## config.mk

```make
export PLATFORM = sky130hd
export DESIGN_NAME = rle_image_decompressor
export DESIGN_NICKNAME = d
export VERILOG_FILES = /design/src/rtl/rle_image_decompressor.sv
export SDC_FILE = /design/constraint.sdc
export NUM_CORES = 1
export LEC_CHECK = 0
export BUFFER_PORTS_ARGS = -buffer_cell sky130_fd_sc_hd__buf_2
export CORE_MARGIN = 2
export CORE_UTILIZATION = 45
export DETAILED_ROUTE_END_ITERATION = 8
export PLACE_DENSITY = 0.69
export SKIP_LAST_GASP = 1
export SYNTH_ARGS = -nofsm -noshare
export SYNTH_HDL_FRONTEND = slang
export SYNTH_SLANG_ARGS = --single-unit
```

## constraint.sdc

```tcl
create_clock -name clk -period 3.1 [get_ports clk]
set_input_delay 0.465 -clock clk [delete_from_list [all_inputs] [get_ports clk]]
set_output_delay 0.465 -clock clk [all_outputs]
set_load 0.005 [all_outputs]
```

## src/rtl/rle_image_decompressor.sv

```systemverilog
// Run-length image decompressor: expands {run, pixel} words from the file reader
// into consecutive RAM writes starting at a latched base address.
module rle_image_decompressor #(
    parameter int ADDR_WIDTH  = 16,
    parameter int PIXEL_WIDTH = 8,
    parameter int RUN_WIDTH   = 8,
    parameter int IMAGE_SIZE  = 784
) (
    input  logic                             clk,
    input  logic                             rst,
    input  logic                             Start,
    input  logic [ADDR_WIDTH-1:0]            BaseAddress,
    input  logic [RUN_WIDTH+PIXEL_WIDTH-1:0] InData,
    input  logic                             InValid,
    output logic                             InReady,
    output logic [ADDR_WIDTH-1:0]            AddressInDecompressed,
    output logic [PIXEL_WIDTH-1:0]           DataToRAM,
    output logic                             WriteEnable,
    output logic                             Load,
    output logic                             Done,
    output logic                             Overflow,
    output logic [ADDR_WIDTH-1:0]            PixelCount
);

    typedef enum logic [1:0] {IDLE, FETCH, EXPAND, FINISH} state_t;

    localparam logic [ADDR_WIDTH-1:0] IMAGE_LAST = ADDR_WIDTH'(IMAGE_SIZE);

    state_t                  state_q, state_d;
    logic [ADDR_WIDTH-1:0]   base_q, base_d;
    logic [ADDR_WIDTH-1:0]   count_q, count_d;
    logic [RUN_WIDTH-1:0]    run_q, run_d;
    logic [PIXEL_WIDTH-1:0]  pixel_q, pixel_d;
    logic                    overflow_q, overflow_d;
    logic                    ready_q, load_q, we_q, done_q;

    logic [RUN_WIDTH-1:0]    inRun;
    logic [PIXEL_WIDTH-1:0]  inPixel;
    logic [ADDR_WIDTH-1:0]   countInc;

    assign inRun    = InData[RUN_WIDTH+PIXEL_WIDTH-1:PIXEL_WIDTH];
    assign inPixel  = InData[PIXEL_WIDTH-1:0];
    assign countInc = count_q + ADDR_WIDTH'(1);

    // Next-state logic; a run that reaches the image end is cut short and flagged.
    always_comb begin
        state_d    = state_q;
        base_d     = base_q;
        count_d    = count_q;
        run_d      = run_q;
        pixel_d    = pixel_q;
        overflow_d = overflow_q;
        case (state_q)
            IDLE: begin
                if (Start) begin
                    base_d     = BaseAddress;
                    count_d    = '0;
                    overflow_d = 1'b0;
                    state_d    = FETCH;
                end
            end
            FETCH: begin
                if (InValid) begin
                    if (inRun == '0) begin
                        state_d = FINISH;
                    end else begin
                        run_d   = inRun;
                        pixel_d = inPixel;
                        state_d = EXPAND;
                    end
                end
            end
            EXPAND: begin
                count_d = countInc;
                run_d   = run_q - RUN_WIDTH'(1);
                if (countInc == IMAGE_LAST) begin
                    state_d = FINISH;
                    if (run_q > RUN_WIDTH'(1)) begin
                        overflow_d = 1'b1;
                    end
                end else if (run_q == RUN_WIDTH'(1)) begin
                    state_d = FETCH;
                end
            end
            default: begin
                state_d = IDLE;
            end
        endcase
    end

    // State and registered output strobes, all derived from the next state.
    always_ff @(posedge clk or posedge rst) begin
        if (rst) begin
            state_q    <= IDLE;
            base_q     <= '0;
            count_q    <= '0;
            run_q      <= '0;
            pixel_q    <= '0;
            overflow_q <= 1'b0;
            ready_q    <= 1'b0;
            load_q     <= 1'b0;
            we_q       <= 1'b0;
            done_q     <= 1'b0;
        end else begin
            state_q    <= state_d;
            base_q     <= base_d;
            count_q    <= count_d;
            run_q      <= run_d;
            pixel_q    <= pixel_d;
            overflow_q <= overflow_d;
            ready_q    <= (state_d == FETCH);
            load_q     <= (state_d != IDLE);
            we_q       <= (state_d == EXPAND);
            done_q     <= (state_d == FINISH);
        end
    end

    assign InReady               = ready_q;
    assign Load                  = load_q;
    assign WriteEnable           = we_q;
    assign Done                  = done_q;
    assign Overflow              = overflow_q;
    assign PixelCount            = count_q;
    assign DataToRAM             = pixel_q;
    assign AddressInDecompressed = base_q + count_q;

endmodule

```

* Word-level counts from Yosys, hierarchy flattened
Cells that the tools add are included.
Storage, ports and cells: input bits 36, output and inout port bits 45, flip-flop bits (word level) 55, word-level logic and storage cells 52
Cells by class: eq/ne operators 12, add/subtract/negate cells 3, magnitude comparators 1, reduce and logical (&&, ||, !) cells 10, bitwise logic cells 1, mux-type cells 15
Operator list (number):
- $pmux 16 s2 | 1
- $add 16x1->16 const B | 1
- $add 16x16->16 | 1
- $eq 16x10->1 const B | 1
- $mux 16 | 1
- $mux 8 | 2
- $pmux 8 s2 | 1
- $ne 2x2->1 const B | 5
- $eq 8x1->1 const B | 1
- $gt 8x1->1 const B | 1
- $logic_not 8->1 | 1
- $mux 2 | 4
- $sub 8x1->8 const B | 1
- $eq 2x2->1 const B | 3
- $pmux 2 s3 | 1
- $reduce_and 3->1 | 2
- $reduce_bool 2->1 | 3
- $eq 2x1->1 const B | 2
- $mux 1 | 4
- $reduce_and 2->1 | 2
- $reduce_and 4->1 | 1
- $logic_not 2->1 | 1
- $pmux 1 s2 | 1
- $not 1->1 | 1

* Logic depth before layout (Yosys ltp)
depth in word-level cells 5, depth in mapped cells 9, mapped depth without buffers 9

* Worst setup path after synthesis
Ideal clock, no wire load.
path kind register to output, start reg count_q[0], in the netlist PixelCount[0], end out AddressInDecompressed[14], buffers on the path 0, cell stages (with the launch flop) 9, setup slack 0.550 ns, required time 2.635 ns, data arrival time 2.085 ns, cell sequence dfrtp_1 > ha_1 > inv_1 > fa_1 > nor2b_1 > o2111ai_1 > a21oi_1 > o41ai_1 > o311ai_0
Between the ends: word-level cells in the longest chain between the ends 1
RTL lines:
- from (decl) | RTL line 31 | logic [ADDR_WIDTH-1:0] count_q, count_d;
- from (signal assigned) | RTL line 107 | count_q <= count_d;
- $add 16x16->16 | RTL line 125 | assign AddressInDecompressed = base_q + count_q;
- to (decl) | RTL line 16 | output logic [ADDR_WIDTH-1:0] AddressInDecompressed,
Every way passes these cells.

* Worst setup path after layout
start reg base_q[0], end out AddressInDecompressed[14]
Between the ends: word-level cells in the longest chain between the ends 1
RTL lines:
- from (decl) | RTL line 30 | logic [ADDR_WIDTH-1:0] base_q, base_d;
- from (signal assigned) | RTL line 106 | base_q <= base_d;
- $add 16x16->16 | RTL line 125
Every way passes these cells.

==> run summary <==
outcome -> complete, no violations
CTS tree -> done
final antenna-violating net count -> 0
die width -> 90.18 µm
Critical Path Start Type -> flop
synthesized area -> 3342 µm²
Post-Synthesis Cells -> 373
Ys Warns -> 0
# IOs -> 81
final hold vios -> 0
htree depth -> 2
Post-synth top cells -> nand2_1, dfrtp_1, nor2_1
setup tns final -> 0 ns
layout cells sized above 1 -> 28.04%
final setup skew -> 0.009894 ns
sequential-to-total area share from yosys stat -> 41.18%
Root Driver -> clkbuf_8
fill count -> 683
antenna cells -> 0
Avg Synthesized Cell Area -> 8.960 µm²
routed wire length -> 8.312 mm
share of synthesized registers carrying an async set or reset -> 100.0%
vias in the first global route -> 2947
Max Clk Rate -> 336.6 MHz
Critical Path RT -> 2.63 ns
largest net degree at the start of global routing -> 24
leak pwr -> 1.939 nW
Pwr per Cell Area -> 770.6 nW/µm²
Die ar. -> 8132 µm²
clock-pin slew on the worst setup and hold paths -> 0.10 ns
initial antenna violation count -> 0
final setup violation count -> 0
Post-synth EDFFs -> 0
period utilisation layout -> 95.82%
clock tree buffer depth -> 2
Min-Delay Path Class -> in -> async
initial core utilization -> 46.32%
Reg area -> 1378 µm²
Final #Nets -> 515
Synth top area share -> 41.18%
RePlAce Congestion -> 0.9379
DP HPWL -> 6.169 mm
Area contributors post-synth -> dfrtp_1, ha_1, nand2_1
Logic pwr share -> 47.5%
post-synth net total -> 429
gr usage total -> 20.83%
worst skew pair latency -> 0.31 ns
DRC violations left -> 0
synthesis-to-finish area growth -> 22.09%
WL/cell -> 14.87 µm
count leader, synth -> nand2_1
TritonCTS buffer count -> 5
Psw -> 0.001219 W
Die Height -> 90.18 µm
Int Power -> 0.001925 W
crit end category -> primary output
Multi-input gate area -> 1914 µm²
IO buf count -> 80
Max Slew Vio Count -> 0
Worst Path Max Fanout -> 3
number of DRC markers in iteration 0 -> 184
Rows -> 31
Synth area leader -> dfrtp_1
sw frac -> 38.76%
wire length of the first global-routing pass -> 14.02 mm
Via density -> 5.377
WS Path Type -> reg -> out
Peak supply drop -> 333.1 µV
Seq pwr share -> 36.5%
core area -> 7214 µm²
Vias -> 3006
Max transition margin -> 47.04%
Worst EP arrival -> 2.51 ns
min Tclk post-route -> 2.970 ns
GRT overflow -> 0
Least-Margin Pin Slew -> 0.7915 ns
ys flop type -> dfrtp_1
max-capacitance violation count -> 0
distinct cell type count after synthesis -> 49
#FFs+latches synth -> 55
Util after Layout -> 56.56%
clock share of power -> 15.9%
CTS Sinks -> 55
DR pass1 iterations -> 4
-- worst max-delay path, cell delays in order (launching register included) --
cell	delay [ns]
dfrtp_1	0.38
ha_2	0.21
inv_1	0.06
fa_2	0.36
nor2b_2	0.19
o2111ai_4	0.14
a21oi_2	0.21
o41ai_1	0.08
buf_4	0.15
o311ai_1	0.25
buf_2	0.16
-- cell families after synthesis --
| logic type | after synthesis | synth area share, % |
|---|---|---|
| AOI/OAI and AO/OA | 82 | 15.01 |
| xor gates and xnor gates | 21 | 5.504 |
| adders and majority gates | 20 | 7.713 |
| buffers and inverters | 27 | 3.033 |
| DFF | 55 | 41.18 |
| muxes | 17 | 5.691 |
| and+or+nand+nor | 151 | 21.86 |
-- metrics by stage --
| step | instances | setup slack (ns) | hold WS [ns] | power (W) | instance area (µm²) |
|---|---|---|---|---|---|
| 2_1_floorplan | 373 | 0.5501 | 0.4697 | 0.002098 | 3342 |
| 3_3_place_gp | 550 | 0.3448 | 0.4527 | 0.002559 | 3909 |
| 3_5_place_dp | 550 | 0.2926 | 0.4569 | 0.002601 | 3909 |
| 4_1_cts | 558 | 0.01102 | 0.1713 | 0.003123 | 4039 |
| 5_1_grt | 559 | -0.009451 | 0.1805 | 0.003409 | 4080 |
| 6_report | 559 | 0.1295 | 0.1607 | 0.003144 | 4080 |
-- layer usage --
layer  global-route usage, %  share of wire [%]  vias to the layer above
met2                   33.83                 47                       83
met3                   4.275                4.9                        8
met4                   5.385                1.0                        0
li1                        -                  -                     1493
met1                   28.50                 47                     1422
met5                       0                  0                        -
-- power groups by stage --
stage | clock network (W) | registers, W | logic [W]
floorplan | 0 | 0.00114 | 0.000962
global placement | 0 | 0.00115 | 0.00141
detailed placement | 0 | 0.00116 | 0.00144
CTS | 0.000516 | 0.00115 | 0.00146
global route | 0.000551 | 0.00118 | 0.00167
finish | 0.000501 | 0.00115 | 0.00149
-- cell type report --
class,count,share of cell area (%)
multi-input combinational,291,46.92
sequential,55,33.76
timing repair buffer,93,12.20
tap,99,3.036
clock buffer,6,2.024
inverter,13,1.196
clock inverter,2,0.8586
-- cells in the final DEF, fill, tap and decap left out, types with 8 or more instances in the layout --
| master | count |
|---|---|
| o21ai_0 | 25 |
| nor2_1 | 31 |
| mux2_2 | 15 |
| dfrtp_1 | 54 |
| nand2_1 | 59 |
| inv_1 | 12 |
| ha_1 | 18 |
| buf_2 | 80 |
| buf_4 | 13 |
| nor3_1 | 8 |
| xnor2_1 | 18 |
| a21oi_1 | 13 |
| nand3_1 | 15 |
-- worst paths after layout --
kind	start	end	slack (ns)	cells after the start
worst max-delay path	base_q[0]	AddressInDecompressed[14]	0.13	10
min in group clk	InData[5]	DataToRAM[5]	0.34	3
worst min-delay path	rst	DataToRAM[2]	0.16	2
worst max register to register	PixelCount[2]	WriteEnable	0.71	6
worst min register to register	DataToRAM[0]	DataToRAM[0]	0.48	2
max in group asynchronous	rst	run_q[2]	2.32	3
-- state kept, by name (all words and copies together), names as in the netlist --
name,count
Overflow,1
InReady,1
Done,1
WriteEnable,1
state_q,2
DataToRAM,8
Load,1
PixelCount,16
run_q,8
base_q,16
-- repair_timing --
action,4_1_cts,5_1_grt
setup endpoints to repair,1,4
hold endpoints to repair,0,0
pin swaps,1,1
hold buffers,0,0
setup buffers,0,1
gates resized for setup,3,9
No activity file was read; power rests on OpenSTA's default activity.
